===== src/rtl/dmem_pkg.sv =====
// Shared types and helpers for the data-memory arbiter and its legality checker.
// Mode encoding matches data_mem AddrMode; NOP parks the memory when no legal access runs.
package dmem_pkg;

  localparam int DMEM_DW = 32;
  localparam int DMEM_AW = 32;

  typedef enum logic [3:0] {
    AM_LB  = 4'd0,
    AM_LH  = 4'd1,
    AM_LW  = 4'd2,
    AM_LBU = 4'd3,
    AM_LHU = 4'd4,
    AM_SB  = 4'd5,
    AM_SH  = 4'd6,
    AM_SW  = 4'd7,
    AM_NOP = 4'b1000
  } addr_mode_t;

  localparam logic [3:0] MODE_NOP = AM_NOP;

  typedef struct packed {
    logic [3:0]         mode;
    logic [DMEM_AW-1:0] addr;
    logic [DMEM_DW-1:0] wdata;
  } dmem_req_t;

  function automatic logic [2:0] access_bytes(input logic [3:0] mode);
    case (mode)
      AM_LH, AM_LHU, AM_SH: access_bytes = 3'd2;
      AM_LW, AM_SW:         access_bytes = 3'd4;
      default:              access_bytes = 3'd1;
    endcase
  endfunction

  function automatic logic is_load(input logic [3:0] mode);
    return mode <= AM_LHU;
  endfunction

endpackage


===== src/rtl/dmem_req_check.sv =====
// Combinational legality check of one request: mode, natural alignment and implemented range.
// Zero latency; no handshake of its own.
module dmem_req_check
  import dmem_pkg::*;
#(
  parameter int ADDR_WIDTH      = 32,
  parameter int ADDR_REAL_WIDTH = 20
) (
  input  logic [3:0]            mode_i,
  input  logic [ADDR_WIDTH-1:0] addr_i,
  output logic                  err_o
);

  logic [2:0]          size;
  logic [ADDR_WIDTH:0] last_byte;
  logic                bad_mode;
  logic                bad_align;
  logic                bad_range;

  // One extra bit on last_byte so an access wrapping past the top of the address space is caught.
  always_comb begin
    size      = access_bytes(mode_i);
    last_byte = {1'b0, addr_i} + {{(ADDR_WIDTH-2){1'b0}}, size} - (ADDR_WIDTH+1)'(1);
    bad_mode  = mode_i[3];
    bad_align = ((size == 3'd2) && addr_i[0]) ||
                ((size == 3'd4) && (addr_i[1:0] != 2'b00));
    bad_range = |last_byte[ADDR_WIDTH:ADDR_REAL_WIDTH];
    err_o     = bad_mode | bad_align | bad_range;
  end

endmodule


===== src/rtl/dmem_arbiter.sv =====
// Round-robin share of the data memory port between the LSU (port 0) and the loader (port 1).
// Handshake at edge N, memory access in cycle N+1, response in N+2; loser is stalled with ready low.
module dmem_arbiter
  import dmem_pkg::*;
#(
  parameter int DATA_WIDTH      = DMEM_DW,
  parameter int ADDR_WIDTH      = DMEM_AW,
  parameter int ADDR_REAL_WIDTH = 20,
  parameter int CNT_WIDTH       = 16
) (
  input  logic                  clk,
  input  logic                  rst_n,

  input  logic                  p0_valid_i,
  output logic                  p0_ready_o,
  input  logic [3:0]            p0_mode_i,
  input  logic [ADDR_WIDTH-1:0] p0_addr_i,
  input  logic [DATA_WIDTH-1:0] p0_wdata_i,
  output logic                  p0_rvalid_o,
  output logic [DATA_WIDTH-1:0] p0_rdata_o,
  output logic                  p0_err_o,

  input  logic                  p1_valid_i,
  output logic                  p1_ready_o,
  input  logic [3:0]            p1_mode_i,
  input  logic [ADDR_WIDTH-1:0] p1_addr_i,
  input  logic [DATA_WIDTH-1:0] p1_wdata_i,
  output logic                  p1_rvalid_o,
  output logic [DATA_WIDTH-1:0] p1_rdata_o,
  output logic                  p1_err_o,

  output logic [3:0]            mem_mode_o,
  output logic [ADDR_WIDTH-1:0] mem_addr_o,
  output logic [DATA_WIDTH-1:0] mem_wdata_o,
  input  logic [DATA_WIDTH-1:0] mem_rdata_i,

  output logic [CNT_WIDTH-1:0]  conflict_cnt_o
);

  localparam logic [0:0] ST_IDLE   = 1'b0;
  localparam logic [0:0] ST_ACCESS = 1'b1;

  logic [0:0]            state_q, state_d;
  logic                  last_owner_q, last_owner_d;
  logic                  owner_q, owner_d;
  dmem_req_t             req_q, req_d;
  logic                  err_q, err_d;
  logic [1:0]            rvalid_q, rvalid_d;
  logic [1:0]            rerr_q, rerr_d;
  logic [DATA_WIDTH-1:0] rdata_q [2];
  logic [DATA_WIDTH-1:0] rdata_d [2];
  logic [CNT_WIDTH-1:0]  cnt_q, cnt_d;

  logic      both_vld;
  logic [1:0] gnt;
  logic      win;
  logic      hs;
  dmem_req_t sel_req;
  logic      sel_err;
  logic      access;

  // The stage retires every cycle, so a grant is offered whenever anyone is valid.
  always_comb begin
    both_vld = p0_valid_i & p1_valid_i;
    if (both_vld) begin
      gnt = last_owner_q ? 2'b01 : 2'b10;
    end else begin
      gnt = {p1_valid_i, p0_valid_i};
    end
    win = gnt[1];
    hs  = |gnt;
  end

  always_comb begin
    sel_req.mode  = win ? p1_mode_i  : p0_mode_i;
    sel_req.addr  = win ? p1_addr_i  : p0_addr_i;
    sel_req.wdata = win ? p1_wdata_i : p0_wdata_i;
  end

  dmem_req_check #(
    .ADDR_WIDTH      (ADDR_WIDTH),
    .ADDR_REAL_WIDTH (ADDR_REAL_WIDTH)
  ) u_check (
    .mode_i (sel_req.mode),
    .addr_i (sel_req.addr),
    .err_o  (sel_err)
  );

  always_comb begin
    state_d      = hs ? ST_ACCESS : ST_IDLE;
    last_owner_d = hs ? win : last_owner_q;
    owner_d      = hs ? win : owner_q;
    req_d        = hs ? sel_req : req_q;
    err_d        = hs ? sel_err : err_q;
    rvalid_d     = 2'b00;
    rerr_d       = 2'b00;
    rdata_d      = rdata_q;
    // Stores and rejected requests respond with zero data; loads latch the memory read.
    if (state_q == ST_ACCESS) begin
      rvalid_d[owner_q] = 1'b1;
      rerr_d[owner_q]   = err_q;
      rdata_d[owner_q]  = (!err_q && is_load(req_q.mode)) ? mem_rdata_i : '0;
    end
    cnt_d = (both_vld && (cnt_q != '1)) ? cnt_q + 1'b1 : cnt_q;
  end

  always_ff @(posedge clk or negedge rst_n) begin
    if (!rst_n) begin
      state_q      <= ST_IDLE;
      last_owner_q <= 1'b1;
      owner_q      <= 1'b0;
      req_q        <= '0;
      err_q        <= 1'b0;
      rvalid_q     <= 2'b00;
      rerr_q       <= 2'b00;
      rdata_q[0]   <= '0;
      rdata_q[1]   <= '0;
      cnt_q        <= '0;
    end else begin
      state_q      <= state_d;
      last_owner_q <= last_owner_d;
      owner_q      <= owner_d;
      req_q        <= req_d;
      err_q        <= err_d;
      rvalid_q     <= rvalid_d;
      rerr_q       <= rerr_d;
      rdata_q[0]   <= rdata_d[0];
      rdata_q[1]   <= rdata_d[1];
      cnt_q        <= cnt_d;
    end
  end

  // Memory sees the stage only for a legal access; reset drops it to NOP immediately.
  assign access      = (state_q == ST_ACCESS) && !err_q;
  assign mem_mode_o  = access ? req_q.mode  : MODE_NOP;
  assign mem_addr_o  = access ? req_q.addr  : '0;
  assign mem_wdata_o = access ? req_q.wdata : '0;

  assign p0_ready_o     = gnt[0];
  assign p1_ready_o     = gnt[1];
  assign p0_rvalid_o    = rvalid_q[0];
  assign p1_rvalid_o    = rvalid_q[1];
  assign p0_err_o       = rerr_q[0];
  assign p1_err_o       = rerr_q[1];
  assign p0_rdata_o     = rdata_q[0];
  assign p1_rdata_o     = rdata_q[1];
  assign conflict_cnt_o = cnt_q;

endmodule


===== config.mk =====
export PLATFORM = sky130hd
export DESIGN_NAME = dmem_arbiter
export DESIGN_NICKNAME = d
export VERILOG_FILES = /design/src/rtl/dmem_pkg.sv /design/src/rtl/dmem_req_check.sv /design/src/rtl/dmem_arbiter.sv
export SDC_FILE = /design/constraint.sdc
export NUM_CORES = 1
export LEC_CHECK = 0
export CAP_MARGIN = 30
export CORE_MARGIN = 2
export CORE_UTILIZATION = 48
export DETAILED_ROUTE_END_ITERATION = 10
export DONT_BUFFER_PORTS = 1
export HOLD_SLACK_MARGIN = 0.02
export PLACE_DENSITY = 0.65
export SETUP_SLACK_MARGIN = 0.05
export SYNTH_ARGS = -nofsm -noshare
export SYNTH_HDL_FRONTEND = slang
export SYNTH_HIERARCHICAL = 1
export SYNTH_SLANG_ARGS = --single-unit

===== constraint.sdc =====
create_clock -name clk -period 5.53 [get_ports clk]
set_input_delay 0.8295 -clock clk [delete_from_list [all_inputs] [get_ports clk]]
set_output_delay 0.8295 -clock clk [all_outputs]
set_load 0.005 [all_outputs]

==> flow_metrics.py, run 1 <==
metrics = {
    "power": {
        "powerDensity_mw_per_mm2": 328,
        "leakagePower_nw": 4.32,
        "ir_drop_mv": 0.212,
    },
    "setup_path": {
        "path_cells": "nand2_2, nand2_2, mux2_2, xnor2_1, nand3b_1, ha_1, inv_1, ha_1, a211oi_1, o221ai_1, a22oi_2, o211ai_2, a41oi_1, xnor2_1, nor4_1, o2111ai_1, nand2_1, o21ai_0",
        "ff2ff_path_depth": 18,
        "slowest_stage": "dfstp_2",
        "crit_type": "reg -> reg",
        "reg2reg_setup_slack_ns": 1.20,
        "endpoint_kind": "register",
        "worstPathMaxFanout": 24,
        "cp.required_ns": 5.80,
        "max_stage_delay_ns": 0.55,
        "arrival_ns": 4.60,
        "critPathTopFamily": "compound AO/OA/AOI/OAI gates",
        "worstPathBufferInverterCount": 1,
        "timing.rr.start": "last_owner_q",
        "timing.rr.end": "err_q",
        "start_kind": "register",
    },
    "cts": {
        "clkTransAtPathRegs_ns": 0.07,
        "htree_levels": 4,
        "cts_tree": "built",
        "clock_latency_ns": 0.42,
        "cts_setup_buffers": 0,
        "postCtsResizedCells": 0,
        "cts_root_buffer": "clkbuf_16",
        "cts_buffer_depth": 2,
        "cts_num_sinks": 156,
        "cts_made_buffers": 17,
        "hold_buffers": 0,
    },
    "sta": {
        "slew_violations": 0,
        "tns_ns": 0,
        "worstMarginPinSlew_ns": 0.942,
        "finalWorstSetupSlack_ns": 1.20,
        "hold_violations": 0,
        "fin_crit_ns": 4.33,
        "slew_headroom": 0.372,
        "rsz0062_at_grt": "no",
        "whs_ns": 0.101,
        "setup_viol": 0,
        "skew_ns": 0.00848,
        "timing.final.crit_share": 0.783,
        "max_freq_mhz": 231,
    },
    "outcome": {
        "status": "completed",
    },
    "layout": {
        "layout-drive-gt1-share": 0.176,
        "fillCellCount": 1677,
        "utilization": 0.538,
        "fin_nets": 1132,
        "final_area_mm2": 0.00974,
        "area_delta_synth_final_pct": 9.07,
        "multi_input_area_mm2": 0.00465,
        "final-seq-area_mm2": 0.00391,
    },
    "die": {
        "start_util": 0.494,
        "die_area_mm2": 0.0197,
        "fp.dieH_um": 140,
        "dieWidth_um": 140,
        "ios": 326,
        "coreArea_mm2": 0.0181,
        "fp-row-count": 49,
    },
    "detailed_routing": {
        "first_pass_iters": 4,
        "num_vias": 6677,
        "ant_nets": 0,
        "routedWlPerCell_um": 19.1,
        "wirelength_um": 22400,
        "first_iter_violations": 322,
        "vias_per_cell": 5.70,
        "drc": 0,
    },
    "grt": {
        "gr-total-overflow": 0,
        "grt_pass1_vias": 6658,
        "globalRouteTotalUtil": 0.228,
        "antenna_found_initial": 5,
        "grt_max_degree": 157,
        "grt_pass1_wl_um": 35700,
    },
    "run": {
        "drv_cap": 0,
    },
    "synthesis": {
        "syn_inst": 950,
        "synth_ff_type": "dfrtp_1",
        "synth_edf_count": 0,
        "synth_area_per_cell_um2": 9.40,
        "postSynthNetCount": 1155,
        "synth_seq_area_share": 0.437,
        "synth_seq_cells": 156,
        "async_reset_ff_frac": 1.00,
        "syn_area_mm2": 0.00893,
        "synth.distinct_cells": 60,
        "yosysWarnings": 6,
    },
    "placed_design": {
        "place_ws_ns": 0.908,
        "gp_congestion": 0.807,
        "placed_area_mm2": 0.00911,
        "place_hpwl_um": 16200,
        "port_buffers": 0,
    },
    "worst_hold_path": {
        "hold_class": "in -> async",
    },
}
## area by class of cell
cell class / instances / share of cell area
Sequential cell: 156 / 0.401
Tap cell: 229 / 0.0294
Multi-Input combinational cell: 696 / 0.477
Clock buffer: 17 / 0.0437
Timing Repair Buffer: 7 / 0.00874
Clock inverter: 15 / 0.0202
Antenna cell: 3 / 0.000771
Inverter: 49 / 0.0189
## state kept, by name, indices dropped and copies added (netlist names)
| signal | cells |
|---|---|
| req_q | 68 |
| p0_rdata_o | 32 |
| p1_rdata_o | 32 |
| conflict_cnt_o | 16 |
| rerr_q | 2 |
| rvalid_q | 2 |
| err_q | 1 |
| last_owner_q | 1 |
| owner_q | 1 |
| state_q | 1 |
## power breakdown
group          total, W  switching [W]  internal (W)
sequential      0.00136       0.000105       0.00126
clock           0.00120       0.000548      0.000653
combinational  0.000630       0.000347      0.000283
## worst max path at each step
stage / startpoint / to / slack [ns] / cells after the start
2_1_floorplan: p0_valid_i / err_q / 1.16 / 21
5_1_grt: last_owner_q / err_q / 0.80 / 18
4_1_cts: last_owner_q / err_q / 1.15 / 18
3_3_place_gp: p0_valid_i / err_q / 1.03 / 18
3_5_place_dp: p0_valid_i / err_q / 0.91 / 18
6_report: last_owner_q / err_q / 1.20 / 18
## per-layer routing
metal  wire length (µm)  global-route usage  vias to the layer above
met1               9100               0.274                     3194
li1                   -                   -                     3237
met3               1670              0.0732                       29
met2              11300               0.390                      213
met5                 23                   0                        -
met4                362              0.0750                        4
## Yosys cell counts (2+ instances only)
cell | n | area (µm²)
a211oi_1 | 7 | 52.6
a21o_1 | 6 | 45.0
a21oi_1 | 28 | 140
a31oi_1 | 2 | 12.5
and2_1 | 68 | 425
and4_1 | 2 | 17.5
buf_2 | 17 | 85.1
clkbuf_1 | 31 | 116
dfrtp_1 | 155 | 3880
ha_1 | 33 | 413
inv_1 | 49 | 184
mux2_2 | 104 | 1170
mux2i_1 | 4 | 40.0
nand2_1 | 124 | 465
nand2_2 | 4 | 25.0
nand2b_1 | 5 | 31.3
nand3_1 | 11 | 55.1
nand3b_1 | 2 | 15.0
nand4_1 | 10 | 62.6
nor2_1 | 81 | 304
nor2b_1 | 3 | 18.8
nor3_1 | 16 | 80.1
nor3b_1 | 3 | 22.5
nor4_1 | 6 | 37.5
o2111ai_1 | 3 | 26.3
o211ai_1 | 4 | 30.0
o21a_1 | 4 | 30.0
o21ai_0 | 79 | 395
o21bai_1 | 3 | 22.5
o22ai_1 | 33 | 206
o31ai_1 | 3 | 22.5
xnor2_1 | 7 | 61.3
xor2_1 | 16 | 140
## per-stage QoR
step / power, W / instances
after floorplan: 0.00187 / 950
after global placement: 0.00199 / 1135
after detailed placement: 0.00201 / 1137
after CTS: 0.00323 / 1169
after global routing: 0.00338 / 1171
final: 0.00319 / 1172
## placed cells by master, fill, tap and decap left out, types with 3 or more instances in the layout
master / instances
nand3_1: 11
a21oi_1: 28
and2_1: 68
inv_8: 3
nand2b_1: 4
inv_6: 3
a211oi_1: 7
xnor2_1: 7
buf_4: 5
o21a_1: 4
nor3b_1: 3
nand2_1: 123
mux2_2: 104
clkinv_8: 5
o22ai_1: 33
clkbuf_16: 17
nor2_1: 81
ha_1: 33
a21o_1: 6
nand4_1: 10
o211ai_1: 4
o21bai_1: 3
diode_2: 3
o31ai_1: 3
o21ai_0: 79
o2111ai_1: 3
dfrtp_1: 155
mux2i_1: 4
xor2_1: 16
nor4_1: 6
nand2_2: 5
nor3_1: 15
inv_1: 49
## kinds of logic after synthesis
kind of cell	share of synthesized area
buffers and inverters	0.0440
XOR/XNOR	0.0226
adder cells (fa/ha/maj)	0.0463
flip-flops	0.437
AND/OR/NAND/NOR	0.186
multiplexers	0.137
AO/OA/AOI/OAI	0.126
(Power assumes the default switching activity.)
==> run 2, diff against run 1 <==
Settings changed: PLACE_DENSITY 0.65 to 0.67.
Clock period 5.53 ns to 3.6 ns, I/O delays scaled along.
==> flow_metrics.py, run 2 (same netlist as run 1, synthesis figures left out) <==
metrics = {
    "layout": {
        "regMostFlops": "req_q",
        "area_delta_synth_final_pct": 16.2,
        "multi_input_area_mm2": 0.00492,
        "largest_reg_flops": 68,
        "final_cell_count_no_fill": 1214,
        "fin_nets": 1177,
        "layout_common_cells": "155 x dfrtp_1, 123 x nand2_1, 101 x mux2_2",
        "final_common_cell": "dfrtp_1",
        "final-seq-area_mm2": 0.00391,
        "diodes": 0,
        "layout-drive-gt1-share": 0.247,
        "fillCellCount": 1628,
    },
    "power": {
        "ir_drop_mv": 0.315,
        "pwr-share-clk": 0.360,
        "power_frac_seq": 0.407,
        "cell_internal_pwr_w": 0.00351,
        "p_sw_w": 0.00162,
        "comb_power_share": 0.233,
        "leakagePower_nw": 4.61,
        "powerDensity_mw_per_mm2": 495,
        "switching_share": 0.316,
    },
    "sta": {
        "slew_headroom": 0.356,
        "hold_violations": 155,
        "slew_violations": 0,
        "setup_viol": 1,
        "timing.final.crit_share": 1.04,
        "max_freq_mhz": 266,
        "worstMarginPinSlew_ns": 0.966,
        "tns_ns": -0.159,
        "rsz0062_at_grt": "yes",
        "finalWorstSetupSlack_ns": -0.159,
        "fin_crit_ns": 3.76,
        "skew_ns": 0.0129,
        "whs_ns": -0.200,
    },
    "grt": {
        "globalRouteTotalUtil": 0.231,
        "antenna_found_initial": 1,
        "grt_max_degree": 157,
        "grt_pass1_wl_um": 36300,
        "grt_pass1_vias": 6969,
        "gr-total-overflow": 0,
    },
    "detailed_routing": {
        "ant_nets": 0,
        "wirelength_um": 23100,
        "routedWlPerCell_um": 19.1,
        "vias_per_cell": 5.68,
        "drc": 0,
        "num_vias": 6898,
        "first_iter_violations": 259,
        "first_pass_iters": 4,
    },
    "cts": {
        "cts_buffer_depth": 2,
        "clkTransAtPathRegs_ns": 0.07,
        "htree_levels": 4,
        "cts_root_buffer": "clkbuf_16",
        "cts_num_sinks": 156,
        "cts_tree": "built",
        "cts_made_buffers": 17,
        "clock_latency_ns": 0.43,
    },
    "setup_path": {
        "endpoint_kind": "register",
        "crit_type": "reg -> reg",
        "arrival_ns": 4.03,
        "worstPathMaxFanout": 11,
        "cp.required_ns": 3.87,
        "start_kind": "register",
    },
    "outcome": {
        "status": "finished, violations left",
        "violations": "negative hold slack, negative setup slack",
    },
    "die": {
        "coreArea_mm2": 0.0181,
        "dieWidth_um": 140,
        "fp.dieH_um": 140,
        "ios": 326,
        "die_area_mm2": 0.0197,
        "start_util": 0.494,
        "fp-row-count": 49,
    },
    "worst_hold_path": {
        "hold_class": "in -> async",
    },
    "placed_design": {
        "place_ws_ns": -0.225,
        "gp_congestion": 0.871,
        "port_buffers": 0,
        "place_hpwl_um": 16400,
        "place_inst": 1178,
    },
    "run": {
        "drv_cap": 0,
    },
}
run 2: changes by cell type in the layout (fill, tap and decap cells not counted), sizes merged:
cell	before	now
buf	7	51
bufbuf	0	1
clkinv	7	6
diode	3	0
inv	55	56
run 2: final cells by class:
| class | instances | area share |
|---|---|---|
| multi-input cells | 696 | 0.474 |
| repair buffers | 52 | 0.0440 |
| clock inverters | 15 | 0.0187 |
| clock buffers | 17 | 0.0410 |
| flip-flops and latches | 156 | 0.376 |
| inverters | 49 | 0.0177 |
| well taps | 229 | 0.0276 |
run 2: path summary, 6_finish.rpt:
kind                                start  cells past startpoint  slack [ns]        endpoint
min                                 rst_n                      0       -0.20  p1_rdata_o[15]
max                          last_owner_q                     17       -0.16           err_q
min reg2reg                     req_q[61]                      1        0.50       req_q[61]
max in group asynchronous           rst_n                      0        3.52    last_owner_q
max reg2reg                  last_owner_q                     17       -0.16           err_q
min in group clk           p1_wdata_i[14]                      2        0.26       req_q[14]
run 2: metal layers:
layer,track usage,wire (µm),part of all wire
met5,0,13,0.00056
met2,0.392,11300,0.49
met1,0.286,9670,0.42
met4,0.0952,789,0.034
met3,0.0499,1330,0.058
run 2: power groups by stage:
stage                     combinational, W  sequential, W  clock [W]
after detailed placement           0.00108        0.00212          0
after floorplan                   0.000827        0.00207          0
after global placement             0.00105        0.00212          0
final                              0.00120        0.00209    0.00185
after global routing               0.00133        0.00211    0.00197
after CTS                          0.00111        0.00209    0.00190
run 2: timing repair:
action                                  CTS  global route
hold endpoints to repair                156           156
gates cloned                              1             0
endpoints found under the setup margin    1             1
pin swaps                                 5            24
resized for setup                         7            33
setup buffers                             0             3
run 2: worst max-delay path: stages, from the launching register on:
cell,delay (ns)
dfstp_2,0.59
nand2_8,0.07
nand2_8,0.10
bufbuf_16,0.29
mux2_2,0.38
ha_4,0.29
nand2_2,0.07
buf_4,0.15
a21oi_1,0.21
a211oi_1,0.13
a211oi_2,0.34
buf_4,0.19
o21ai_4,0.06
o221ai_2,0.23
mux2i_1,0.21
o2111ai_1,0.14
nand2_1,0.09
o21ai_1,0.08
run 2: metrics by stage:
stage          power, W   util  instance area, µm²
2_1_floorplan   0.00290      -                9010
3_5_place_dp    0.00320  0.524                9480
6_report        0.00513  0.574               10400
5_1_grt         0.00541  0.574               10400
3_3_place_gp    0.00317  0.522                9440
4_1_cts         0.00510  0.562               10200
==> run 3, diff against run 2 <==
Settings changed: ABC_AREA set to 1.
==> flow_metrics.py, run 3 <==
metrics = {
    "die": {
        "fp-row-count": 52,
        "fp.dieH_um": 148,
        "coreArea_mm2": 0.0203,
        "ios": 326,
        "start_util": 0.490,
        "die_area_mm2": 0.0219,
        "dieWidth_um": 148,
    },
    "synthesis": {
        "synthMuxAreaShare": 0,
        "yosysWarnings": 6,
        "synth_top_family_by_area": "simple AND/OR/NAND/NOR gates",
        "synth_area_per_cell_um2": 6.78,
        "synth_common_cells": "511 x nand2_1, 202 x inv_1, 171 x nor2_1",
        "syn_inst": 1467,
        "synth_edf_count": 0,
        "async_reset_ff_frac": 1.00,
        "synth_ff_type": "dfrtp_1",
        "synth_area_leaders": "dfrtp_1 39%, nand2_1 19%, inv_1 7.6%",
        "synth_seq_cells": 156,
        "synth_seq_area_share": 0.393,
        "synth_xor_area_frac": 0.00616,
        "synthAdderAreaFrac": 0.0415,
        "synth_top_area_share": 0.390,
        "yosys.area_share.simple": 0.337,
        "yosysMostFrequentCell": "nand2_1",
        "syn_area_mm2": 0.00995,
        "synth_compound_area_frac": 0.110,
        "postSynthNetCount": 1672,
        "synth.distinct_cells": 40,
        "yosysTopAreaCell": "dfrtp_1",
    },
    "sta": {
        "tns_ns": 0,
        "max_freq_mhz": 305,
        "slew_headroom": 0.602,
        "whs_ns": -0.194,
        "slew_violations": 0,
        "skew_ns": 0.0134,
        "rsz0062_at_grt": "no",
        "setup_viol": 0,
        "worstMarginPinSlew_ns": 0.596,
        "timing.final.crit_share": 0.910,
        "finalWorstSetupSlack_ns": 0.324,
        "fin_crit_ns": 3.28,
        "hold_violations": 155,
    },
    "detailed_routing": {
        "routedWlPerCell_um": 15.6,
        "vias_per_cell": 5.14,
        "drc": 0,
        "ant_nets": 0,
        "first_iter_violations": 391,
        "wirelength_um": 26900,
        "num_vias": 8886,
        "first_pass_iters": 5,
    },
    "cts": {
        "htree_levels": 4,
        "cts_tree": "built",
        "clock_latency_ns": 0.43,
        "clkTransAtPathRegs_ns": 0.07,
        "cts_root_buffer": "clkbuf_16",
        "cts_buffer_depth": 2,
        "cts_made_buffers": 17,
        "cts_num_sinks": 156,
    },
    "grt": {
        "grt_pass1_vias": 8162,
        "gr-total-overflow": 0,
        "grt_pass1_wl_um": 42100,
        "grt_max_degree": 157,
        "grt_use_met2": 0.397,
        "grtUsageMet3": 0.0602,
        "busiest_layer": "met2",
        "globalRouteTotalUtil": 0.241,
        "antenna_found_initial": 0,
        "gr-usage-met1": 0.317,
    },
    "power": {
        "ir_drop_mv": 0.297,
        "total_power_w": 0.00493,
        "powerDensity_mw_per_mm2": 458,
        "leakagePower_nw": 5.91,
    },
    "setup_path": {
        "path_cells": "nand2_2, nand2_4, buf_12, buf_12, nand2_2, nand2_2, inv_1, ha_1, nand2_1, nor2_1, inv_1, o21ai_0, nor2_1, nand3_1, nand2_1, nor2_1, nand2_1, nor3_2, nand3_1, nand2_1, o21ai_0",
        "endpoint_kind": "register",
        "arrival_ns": 3.57,
        "start_kind": "register",
        "cp.required_ns": 3.89,
        "max_stage_delay_ns": 0.54,
        "worstPathMaxFanout": 13,
        "crit_type": "reg -> reg",
        "slowest_stage": "dfstp_2",
        "worst_path_most_repeated_cell": "nand2_1",
    },
    "layout": {
        "multi_input_area_mm2": 0.00493,
        "area_delta_synth_final_pct": 8.05,
        "fillCellCount": 2071,
        "fin_nets": 1652,
        "diodes": 0,
        "largest_reg_flops": 68,
        "final-seq-area_mm2": 0.00391,
        "regMostFlops": "req_q",
        "layout_common_cells": "510 x nand2_1, 201 x inv_1, 169 x nor2_1",
        "layout-drive-gt1-share": 0.0870,
        "final_common_cell": "nand2_1",
    },
    "run": {
        "drv_cap": 0,
    },
    "placed_design": {
        "place_hpwl_um": 19800,
        "gp_congestion": 0.935,
        "place_ws_ns": 0.257,
        "port_buffers": 0,
    },
    "outcome": {
        "violations": "negative hold slack",
        "status": "finished, violations left",
    },
    "worst_hold_path": {
        "hold_class": "in -> async",
    },
}
-- run 3: critical path, delay by kind of cell, from the launching register on --
family | cells | cell delay (ns)
simple gates | 14 | 1.39
flops | 1 | 0.54
compound gates | 2 | 0.41
fa+ha+maj | 1 | 0.38
buf+inv | 4 | 0.37
-- run 3: area by class of cell --
| cell class | instances | area share |
|---|---|---|
| clock buffers | 17 | 0.0396 |
| clock inverters | 15 | 0.0159 |
| inverters | 204 | 0.0718 |
| multi-input cells | 1052 | 0.459 |
| flip-flops and latches | 156 | 0.363 |
| well taps | 270 | 0.0314 |
| repair buffers | 16 | 0.0189 |
-- run 3: per-stage QoR --
step | hold WS [ns] | cell area, µm² | instances | util
finish | -0.194 | 10700 | 1730 | 0.529
global route | -0.221 | 10700 | 1730 | 0.529
CTS | -0.218 | 10700 | 1727 | 0.526
detailed placement | 0.248 | 10100 | 1695 | 0.497
global placement | 0.247 | 10000 | 1693 | 0.494
floorplan | 0.244 | 9950 | 1467 | -
-- run 3: cells by family after synthesis --
logic type / Yosys count
DFF: 156
buffers and inverters: 259
xor gates and xnor gates: 7
and+or+nand+nor: 804
adders and majority gates: 33
AOI/OAI and AO/OA: 208
-- run 3: timing repair --
action / CTS / global route
endpoints found under the setup margin: 0 / 1
setup buffers: 0 / 2
gates resized for setup: 0 / 4
endpoints found under the hold margin: 156 / 156
-- run 3: path summary, 6_finish.rpt --
path                       slack (ns)      startpoint                end  cells after the start
max in group asynchronous        3.46           rst_n       last_owner_q                      0
hold / removal                  -0.19           rst_n  conflict_cnt_o[6]                      0
setup reg to reg                 0.32    last_owner_q              err_q                     21
setup / recovery                 0.32    last_owner_q              err_q                     21
hold reg to reg                  0.51  p1_rdata_o[17]     p1_rdata_o[17]                      2
min in group clk                 0.25  p1_wdata_i[20]          req_q[20]                      2
-- run 3: per-layer routing --
layer | part of all wire | vias to the layer above
met5 | 0 | -
met4 | 0.017 | 0
met3 | 0.073 | 30
met2 | 0.46 | 316
met1 | 0.45 | 4051
li1 | - | 4489
-- run 3: power breakdown --
part / switching (W) / total (W) / leakage [nW] / internal (W)
clock network: 0.000857 / 0.00179 / 0.288 / 0.000933
logic: 0.000762 / 0.00114 / 3.62 / 0.000377
registers: 0.0000972 / 0.00200 / 2.00 / 0.00190
